==> src/rtl/uart_32b_link.sv <==
// 8N1 UART link: byte receiver plus a transmitter that sends single bytes
// or 32-bit words as four back-to-back frames, least-significant byte first.
module uart_32b_link #(
   parameter int NB_DATA       = 32,
   parameter int NB_BYTE       = 8,
   parameter int CLKS_PER_TICK = 651
) (
   input  logic               i_clock,
   input  logic               i_reset,
   input  logic               i_rx,
   input  logic [NB_DATA-1:0] i_tx_data,
   input  logic               i_tx_start_8b,
   input  logic               i_tx_start_32b,
   output logic               o_tx,
   output logic [NB_DATA-1:0] o_data,
   output logic               o_tx_done_8b_pulse,
   output logic               o_tx_done_32b_pulse,
   output logic               o_rx_done_pulse
);

   localparam int NB_TCNT =
      (CLKS_PER_TICK > 1) ? $clog2(CLKS_PER_TICK) : 1;
   localparam int NB_BIDX = $clog2(NB_BYTE);
   localparam int N_BYTES = NB_DATA / NB_BYTE;
   localparam int NB_WIDX = $clog2(N_BYTES);

   localparam logic [NB_TCNT-1:0] TICK_MAX =
      NB_TCNT'(CLKS_PER_TICK - 1);
   localparam logic [NB_BIDX-1:0] BIT_LAST =
      NB_BIDX'(NB_BYTE - 1);
   localparam logic [NB_WIDX-1:0] BYTE_LAST =
      NB_WIDX'(N_BYTES - 1);
   localparam logic [3:0] TICK_LAST = 4'd15;
   localparam logic [3:0] TICK_MID  = 4'd7;

   typedef enum logic [2:0] {
      TX_IDLE,
      TX_START,
      TX_DATA,
      TX_STOP,
      TX_NEXT
   } tx_state_t;

   typedef enum logic [1:0] {
      RX_IDLE,
      RX_START,
      RX_DATA,
      RX_STOP
   } rx_state_t;

   // ---------------- shared baud tick ----------------
   logic [NB_TCNT-1:0] r_tick_cnt;
   logic               w_tick;

   assign w_tick = (r_tick_cnt == TICK_MAX);

   always_ff @(posedge i_clock) begin
      if (i_reset)
         r_tick_cnt <= '0;
      else if (w_tick)
         r_tick_cnt <= '0;
      else
         r_tick_cnt <= r_tick_cnt + 1'b1;
   end

   // ---------------- transmitter ----------------
   tx_state_t          r_tx_state;
   tx_state_t          w_tx_state_nxt;
   logic [3:0]         r_tx_tcnt;
   logic [NB_BIDX-1:0] r_tx_bit;
   logic [NB_WIDX-1:0] r_tx_byte;
   logic [NB_DATA-1:0] r_tx_word;
   logic [NB_BYTE-1:0] r_tx_shift;
   logic               r_tx_wmode;
   logic               r_tx;
   logic               r_done8;
   logic               r_done32;

   logic w_tx_bit_end;
   logic w_tx_line;
   logic w_load32;
   logic w_load8;
   logic w_shift_bit;
   logic w_next_byte;
   logic w_end8;
   logic w_end32;

   assign w_tx_bit_end = w_tick && (r_tx_tcnt == TICK_LAST);

   always_ff @(posedge i_clock) begin
      if (i_reset)
         r_tx_state <= TX_IDLE;
      else
         r_tx_state <= w_tx_state_nxt;
   end

   always_comb begin
      w_tx_state_nxt = r_tx_state;
      w_tx_line      = 1'b1;
      w_load32       = 1'b0;
      w_load8        = 1'b0;
      w_shift_bit    = 1'b0;
      w_next_byte    = 1'b0;
      w_end8         = 1'b0;
      w_end32        = 1'b0;
      unique case (r_tx_state)
         TX_IDLE: begin
            if (i_tx_start_32b) begin
               w_load32       = 1'b1;
               w_tx_state_nxt = TX_START;
            end else if (i_tx_start_8b) begin
               w_load8        = 1'b1;
               w_tx_state_nxt = TX_START;
            end
         end
         TX_START: begin
            w_tx_line = 1'b0;
            if (w_tx_bit_end)
               w_tx_state_nxt = TX_DATA;
         end
         TX_DATA: begin
            w_tx_line = r_tx_shift[0];
            if (w_tx_bit_end) begin
               w_shift_bit = 1'b1;
               if (r_tx_bit == BIT_LAST)
                  w_tx_state_nxt = TX_STOP;
            end
         end
         TX_STOP: begin
            if (w_tx_bit_end) begin
               w_end8 = 1'b1;
               if (r_tx_wmode && (r_tx_byte != BYTE_LAST)) begin
                  w_tx_state_nxt = TX_NEXT;
               end else begin
                  w_end32        = r_tx_wmode;
                  w_tx_state_nxt = TX_IDLE;
               end
            end
         end
         TX_NEXT: begin
            // line already drops here so consecutive frames have no gap
            w_tx_line      = 1'b0;
            w_next_byte    = 1'b1;
            w_tx_state_nxt = TX_START;
         end
         default: w_tx_state_nxt = TX_IDLE;
      endcase
   end

   always_ff @(posedge i_clock) begin
      if (i_reset) begin
         r_tx       <= 1'b1;
         r_done8    <= 1'b0;
         r_done32   <= 1'b0;
         r_tx_tcnt  <= '0;
         r_tx_bit   <= '0;
         r_tx_byte  <= '0;
         r_tx_word  <= '0;
         r_tx_shift <= '0;
         r_tx_wmode <= 1'b0;
      end else begin
         r_tx     <= w_tx_line;
         r_done8  <= w_end8;
         r_done32 <= w_end32;
         if (r_tx_state == TX_IDLE || r_tx_state == TX_NEXT)
            r_tx_tcnt <= '0;
         else if (w_tick)
            r_tx_tcnt <= r_tx_tcnt + 1'b1;
         if (w_load32) begin
            r_tx_word  <= i_tx_data;
            r_tx_shift <= i_tx_data[NB_BYTE-1:0];
            r_tx_bit   <= '0;
            r_tx_byte  <= '0;
            r_tx_wmode <= 1'b1;
         end else if (w_load8) begin
            r_tx_shift <= i_tx_data[NB_BYTE-1:0];
            r_tx_bit   <= '0;
            r_tx_byte  <= '0;
            r_tx_wmode <= 1'b0;
         end else if (w_shift_bit) begin
            r_tx_shift <= r_tx_shift >> 1;
            r_tx_bit   <= r_tx_bit + 1'b1;
         end else if (w_next_byte) begin
            r_tx_word  <= r_tx_word >> NB_BYTE;
            r_tx_shift <= r_tx_word[2*NB_BYTE-1:NB_BYTE];
            r_tx_bit   <= '0;
            r_tx_byte  <= r_tx_byte + 1'b1;
         end
      end
   end

   assign o_tx                = r_tx;
   assign o_tx_done_8b_pulse  = r_done8;
   assign o_tx_done_32b_pulse = r_done32;

   // ---------------- receiver ----------------
   logic               r_rx_meta;
   logic               r_rx_sync;
   rx_state_t          r_rx_state;
   rx_state_t          w_rx_state_nxt;
   logic [3:0]         r_rx_tcnt;
   logic [NB_BIDX-1:0] r_rx_bit;
   logic [NB_BYTE-1:0] r_rx_shift;
   logic [NB_DATA-1:0] r_data;
   logic               r_rx_done;

   logic w_rx_clr;
   logic w_rx_sample;
   logic w_rx_accept;

   always_ff @(posedge i_clock) begin
      if (i_reset) begin
         r_rx_meta <= 1'b1;
         r_rx_sync <= 1'b1;
      end else begin
         r_rx_meta <= i_rx;
         r_rx_sync <= r_rx_meta;
      end
   end

   always_ff @(posedge i_clock) begin
      if (i_reset)
         r_rx_state <= RX_IDLE;
      else
         r_rx_state <= w_rx_state_nxt;
   end

   always_comb begin
      w_rx_state_nxt = r_rx_state;
      w_rx_clr       = 1'b0;
      w_rx_sample    = 1'b0;
      w_rx_accept    = 1'b0;
      unique case (r_rx_state)
         RX_IDLE: begin
            w_rx_clr = 1'b1;
            if (!r_rx_sync)
               w_rx_state_nxt = RX_START;
         end
         RX_START: begin
            // mid start bit: a high line here means it was a glitch
            if (w_tick && (r_rx_tcnt == TICK_MID)) begin
               w_rx_clr       = 1'b1;
               w_rx_state_nxt = r_rx_sync ? RX_IDLE : RX_DATA;
            end
         end
         RX_DATA: begin
            if (w_tick && (r_rx_tcnt == TICK_LAST)) begin
               w_rx_sample = 1'b1;
               if (r_rx_bit == BIT_LAST)
                  w_rx_state_nxt = RX_STOP;
            end
         end
         RX_STOP: begin
            if (w_tick && (r_rx_tcnt == TICK_LAST)) begin
               w_rx_accept    = r_rx_sync;
               w_rx_state_nxt = RX_IDLE;
            end
         end
         default: w_rx_state_nxt = RX_IDLE;
      endcase
   end

   always_ff @(posedge i_clock) begin
      if (i_reset) begin
         r_rx_tcnt  <= '0;
         r_rx_bit   <= '0;
         r_rx_shift <= '0;
         r_data     <= '0;
         r_rx_done  <= 1'b0;
      end else begin
         r_rx_done <= w_rx_accept;
         if (w_rx_clr)
            r_rx_tcnt <= '0;
         else if (w_tick)
            r_rx_tcnt <= r_rx_tcnt + 1'b1;
         if (r_rx_state == RX_IDLE)
            r_rx_bit <= '0;
         else if (w_rx_sample)
            r_rx_bit <= r_rx_bit + 1'b1;
         if (w_rx_sample)
            r_rx_shift <= {r_rx_sync, r_rx_shift[NB_BYTE-1:1]};
         if (w_rx_accept)
            r_data <= {{(NB_DATA-NB_BYTE){1'b0}}, r_rx_shift};
      end
   end

   assign o_data          = r_data;
   assign o_rx_done_pulse = r_rx_done;

endmodule

==> config.mk <==
export PLATFORM = sky130hd
export DESIGN_NAME = uart_32b_link
export DESIGN_NICKNAME = d
export VERILOG_FILES = /design/src/rtl/uart_32b_link.sv
export SDC_FILE = /design/constraint.sdc
export NUM_CORES = 1
export LEC_CHECK = 0
export BUFFER_PORTS_ARGS = -buffer_cell sky130_fd_sc_hd__buf_2
export CORE_UTILIZATION = 50
export CTS_CLUSTER_SIZE = 25
export DETAILED_ROUTE_END_ITERATION = 7
export PLACE_DENSITY = 0.79
export SLEW_MARGIN = 30
export SYNTH_ARGS = -nofsm -noshare
export SYNTH_HDL_FRONTEND = slang
export SYNTH_SLANG_ARGS = --single-unit
export TNS_END_PERCENT = 10
==> constraint.sdc <==
create_clock -name i_clock -period 2.15 [get_ports i_clock]
set_input_delay 0.215 -clock i_clock [delete_from_list [all_inputs] [get_ports i_clock]]
set_output_delay 0.215 -clock i_clock [all_outputs]
set_load 0.02 [all_outputs]
# ---- Word-level counts from Yosys, hierarchy flattened
# Index checks and enable logic that the tools add are counted.
dict set report totals {
  reg_bits 94
  input_bits 37
  output_inout_bits 36
  wordCells 119
}
dict set report classes {
  mux 42
  reduce_logical 23
  n_eq_ne 26
  bitwise_logic 3
  addsub 6
}
# op n
set ops {}
lappend ops {{$mux W32} 4}
lappend ops {{$mux W8} 4}
lappend ops {{$mux W3} 9}
lappend ops {{$ne A2 B2 Y1 const B} 12}
lappend ops {{$mux W1} 15}
lappend ops {{$pmux W3 S5} 1}
lappend ops {{$mux W2} 6}
lappend ops {{$reduce_or A2 Y1} 6}
lappend ops {{$add A10 B1 Y10 const B} 1}
lappend ops {{$eq A10 B10 Y1 const B} 1}
lappend ops {{$reduce_and A5 Y1} 2}
lappend ops {{$eq A3 B3 Y1 const B} 3}
lappend ops {{$add A4 B1 Y4 const B} 2}
lappend ops {{$eq A4 B4 Y1 const B} 2}
lappend ops {{$pmux W2 S4} 1}
lappend ops {{$add A3 B1 Y3 const B} 2}
lappend ops {{$eq A3 B2 Y1 const B} 2}
lappend ops {{$reduce_bool A2 Y1} 3}
lappend ops {{$eq A2 B2 Y1 const B} 2}
lappend ops {{$eq A4 B3 Y1 const B} 1}
lappend ops {{$logic_and A1 B1 Y1} 4}
lappend ops {{$pmux W1 S2} 2}
lappend ops {{$reduce_bool A4 Y1} 1}
lappend ops {{$reduce_or A4 Y1} 1}
lappend ops {{11 further kinds} 13}

# ---- Longest topological paths before layout
dict set report logic_depth {
  depth_word 7
  mapped_depth 8
}

# ---- Worst setup path before layout
# No wires, ideal clock.
dict set report synth_timing {
  path_type {flip-flop to flip-flop}
  start {register r_rx_tcnt[0]}
  end {register r_rx_bit[0]}
  n_path_buf 0
  arrival_ps 1509
  stages_incl_launch_ff 6
  setup_slack_ps 570
  setup_time_ps 71
  synth_period_minus_slack_ps 1580
  path_cell_list {dfxtp_1 -> ha_1 -> and3_1 -> nand4_1 -> or3_1 -> a21oi_1}
}
dict set report synth_between {
  elab_chain_len 4
}
# element line
set synth_rtl {}
lappend synth_rtl {{start: declaration} 201} ;# logic [3:0] r_rx_tcnt;
lappend synth_rtl {{start signal: assignment} 275} ;# r_rx_tcnt <= r_rx_tcnt + 1'b1;
lappend synth_rtl {{$eq A4 B4 Y1} 247} ;# if (w_tick && (r_rx_tcnt == TICK_LAST)) begin
lappend synth_rtl {{$logic_and A1 B1 Y1} 247}
lappend synth_rtl {{$mux W1} 247}
lappend synth_rtl {{$mux W1} 233} ;# unique case (r_rx_state)
lappend synth_rtl {{end signal: assignment} 279} ;# r_rx_bit <= r_rx_bit + 1'b1;
lappend synth_rtl {{end: declaration} 202} ;# logic [NB_BIDX-1:0] r_rx_bit;
# No other way between the ends.
# A chain may end at the register's enable or synchronous reset.

# ---- Worst setup path after layout
# Ends and elaborated chain as after synthesis.

==> results.md <==
• Switch Pwr: 0.790 mW
• count of pins on the block boundary: 73
• post-synthesis instance total: 445
• Clock power frac: 37.7%
• Worst Hold Margin: 42.8 ps
• standard cell area after detailed placement: 4210 µm²
• number of hold buffers added after CTS: 0
• xor-xnor portion of the synthesized cell area: 2.84%
• final count of hold timing violations: 0
• Peak VDD IR: 0.501 mV
• global route overflow: 0
• register clock-pin slew on the reported worst setup and hold paths: 90 ps
• Clock Skew: 14.7 ps
• Detailed Route Iter0 Violations: 270
• Final ANT Viol Nets: 0
• CTS buffer count: 9
• Initial Utilization: 51.9%
• leading cell types by total area after synthesis: sky130_fd_sc_hd__dfxtp_1 43%, sky130_fd_sc_hd__buf_4 4.9%, sky130_fd_sc_hd__a21oi_1 4.7%
• share of the core filled with cells: 57.3%
• antenna cells: 0
• highest-count cells in the layout ignoring fill and taps: 86 x sky130_fd_sc_hd__dfxtp_1, 48 x sky130_fd_sc_hd__buf_2, 40 x sky130_fd_sc_hd__nand2_1, 38 x sky130_fd_sc_hd__a21oi_1, 32 x sky130_fd_sc_hd__nand3_1
• share of total power consumed by net switching: 25.1%
• final wirelength: 8240 µm
• post-detail-place hpwl: 5700 µm
• wire length of the first global-routing pass: 14,000 µm
• number of distinct library cells after synthesis: 51
• Final Critical Period: 1900 ps
• complex-gate fraction of the synthesized area: 14.1%
• internal power summed over all cells: 2.36 mW
• startpoint kind of the worst setup timing path: flop
• total die area: 8390 µm²
• via count of the first global-routing pass: 3,000
• Placeable Area: 7730 µm²
• Period Utilization, post-route: 88.3%
• count of flip-flops with a built-in enable after synthesis: 0
• highest clock frequency the design can meet: 527 MHz
• portion of netlist area occupied by mux cells: 4.49%
• number of H-tree branching levels: 3
• RSZ-0062 raised after global routing: false
• Comb pwr share: 8.6%
• ys flop type: sky130_fd_sc_hd__dfxtp_1
• status: complete, no violations
• GRT Util Overall: 20.6%
• chip height: 91.6 µm
• post-synthesis async set-or-reset flop share: 0%
• die outline width: 91.6 µm
• number of storage elements in the synthesis netlist: 86
• post-synthesis cell type with the largest combined area: sky130_fd_sc_hd__dfxtp_1
• max-capacitance violation count: 0
• share of layout cells above drive strength 1: 18.0%
• maximum number of pins on one net before global-route repair: 29
• # Post-CTS Setup Buffers: 0
• share of the yosys chip area belonging to registers: 42.9%
• Num Clock Sinks: 86
• mapped cell area: 4010 µm²
• TritonCTS clock tree: yes
• design area: 4430 µm²
• weighted congestion reported at the end of routability-driven placement: 0.816
• vias post-DR: 3,352
• adder and majority gate portion of the synthesized area: 2.81%
• Setup Crit Path Kind: reg2reg
• number of port buffers: 48
• data arrival time of the worst path: 2190 ps
• routed length per placed instance: 14.0 µm
• power density relative to cell area: 712 nW/µm²
• worst skew pair latency: 360 ps
• worst min path class: in2reg
• commonest non-fill, non-tap cell in the layout: sky130_fd_sc_hd__dfxtp_1
• static leakage: 1.74 nW
• actual transition at the worst max-transition pin: 701 ps
• critical path endpoint category: flop
• area share of the largest cell type after synthesis: 42.9%
• Clock Tree Root: sky130_fd_sc_hd__clkbuf_8
• net total in the final layout: 529
• critical path peak fanout: 7
• area overhead of the layout relative to synthesis: 10.4%
• number of placement rows: 32
• relative slew slack: 52.8%
• part of the total power dissipated in sequential elements: 53.7%
• area fraction in and, or, nand and nor cells after synthesis: 24.6%
• dominant combinational cell family by area after synthesis: simple AND/OR/NAND/NOR gates
• initial antenna violation count: 0
• Data required, critical path: 2440 ps
• Max Slew Vio Count: 0
• maximum number of buffers from clock root to sink: 2
• DRC violations left: 0
• average footprint of a synthesized cell: 9.01 µm²
• total of cells resized after clock tree synthesis: 0
• length of the first detailed-routing pass in iterations: 6
• final setup violation count: 0
• setup TNS: 0 ps
• Yosys warning count: 0
• average vias per placed instance: 5.68
## Yosys cell counts, types with 2 or more instances
cell type,instances
sky130_fd_sc_hd__a21oi_1,38
sky130_fd_sc_hd__a222oi_1,7
sky130_fd_sc_hd__a22oi_1,15
sky130_fd_sc_hd__a31oi_1,9
sky130_fd_sc_hd__and3_1,4
sky130_fd_sc_hd__buf_2,8
sky130_fd_sc_hd__buf_4,26
sky130_fd_sc_hd__clkbuf_1,16
sky130_fd_sc_hd__dfxtp_1,86
sky130_fd_sc_hd__ha_1,9
sky130_fd_sc_hd__inv_1,5
sky130_fd_sc_hd__mux2i_1,18
sky130_fd_sc_hd__nand2_1,40
sky130_fd_sc_hd__nand2b_1,18
sky130_fd_sc_hd__nand3_1,32
sky130_fd_sc_hd__nand3_4,2
sky130_fd_sc_hd__nand3b_1,3
sky130_fd_sc_hd__nand4_1,9
sky130_fd_sc_hd__nor2_1,23
sky130_fd_sc_hd__nor2b_1,2
sky130_fd_sc_hd__nor3_1,17
sky130_fd_sc_hd__nor4_1,4
sky130_fd_sc_hd__o211ai_1,3
sky130_fd_sc_hd__o21ai_0,7
sky130_fd_sc_hd__o21bai_1,2
sky130_fd_sc_hd__or2_2,4
sky130_fd_sc_hd__or3_1,3
sky130_fd_sc_hd__xnor2_1,9
sky130_fd_sc_hd__xor2_1,4
## power groups by stage
stage / clock, mW / combinational (mW) / sequential (mW)
2_1_floorplan: 0 / 0.233 / 1.72
3_3_place_gp: 0 / 0.260 / 1.73
3_5_place_dp: 0 / 0.267 / 1.73
4_1_cts: 1.21 / 0.268 / 1.69
5_1_grt: 1.28 / 0.302 / 1.70
6_report: 1.19 / 0.271 / 1.70
## final timing paths
check                    start          end  slack, ps  depth (start not counted)
setup / recovery  r_rx_tcnt[0]  r_rx_bit[0]        250                          5
hold / removal            i_rx    r_rx_meta         40                          2
setup reg to reg  r_rx_tcnt[0]  r_rx_bit[0]        250                          5
hold reg to reg      r_rx_meta    r_rx_sync        410                          1
## layout make-up
type	instances	area, µm²
Clock buffer	11	151
Clock inverter	5	63.8
Fill cell	702	3300
Inverter	5	18.8
Multi-Input combinational cell	326	2050
Sequential cell	86	1720
Tap cell	102	128
Timing Repair Buffer	55	293
## flip-flops by register name, indices dropped and copies added, names as in the netlist, 2 cells and up, named ones only
register and count:
o_data 8, r_rx_bit 3, r_rx_shift 8, r_rx_tcnt 4
r_tick_cnt 10, r_tx_bit 3, r_tx_byte 2, r_tx_shift 8
r_tx_state 3, r_tx_tcnt 4, r_tx_word 24
## metal layers
metal	track usage [%]	part of all wire, %	up-vias
li1	-	-	1624
met1	26.2	44	1588
met2	34.5	50	127
met3	4.77	4.9	13
met4	6.08	1.2	0
met5	0	0	-
## cell families after synthesis
| family | count (synthesis) |
|---|---|
| other | 1 |
| buffers and inverters | 56 |
| xor gates and xnor gates | 13 |
| AOI/OAI and AO/OA | 88 |
| muxes | 18 |
| DFF | 86 |
| and+or+nand+nor | 174 |
| adders and majority gates | 9 |
## stage by stage
step | total power [mW] | instances | setup WS [ps]
floorplan | 1.95 | 468 | 570
global placement | 1.99 | 574 | 346
detailed placement | 2.00 | 574 | 258
CTS | 3.17 | 590 | 197
global route | 3.29 | 590 | 99.5
finish | 3.15 | 590 | 252
## critical path: stages (launching register included)
cell                      delay, ps
sky130_fd_sc_hd__dfxtp_1        390
sky130_fd_sc_hd__ha_1           240
sky130_fd_sc_hd__and3_1         330
sky130_fd_sc_hd__nand4_1        320
sky130_fd_sc_hd__or3_1          420
sky130_fd_sc_hd__a21oi_1        140
Note: power is estimated with default switching activity, not from simulation.
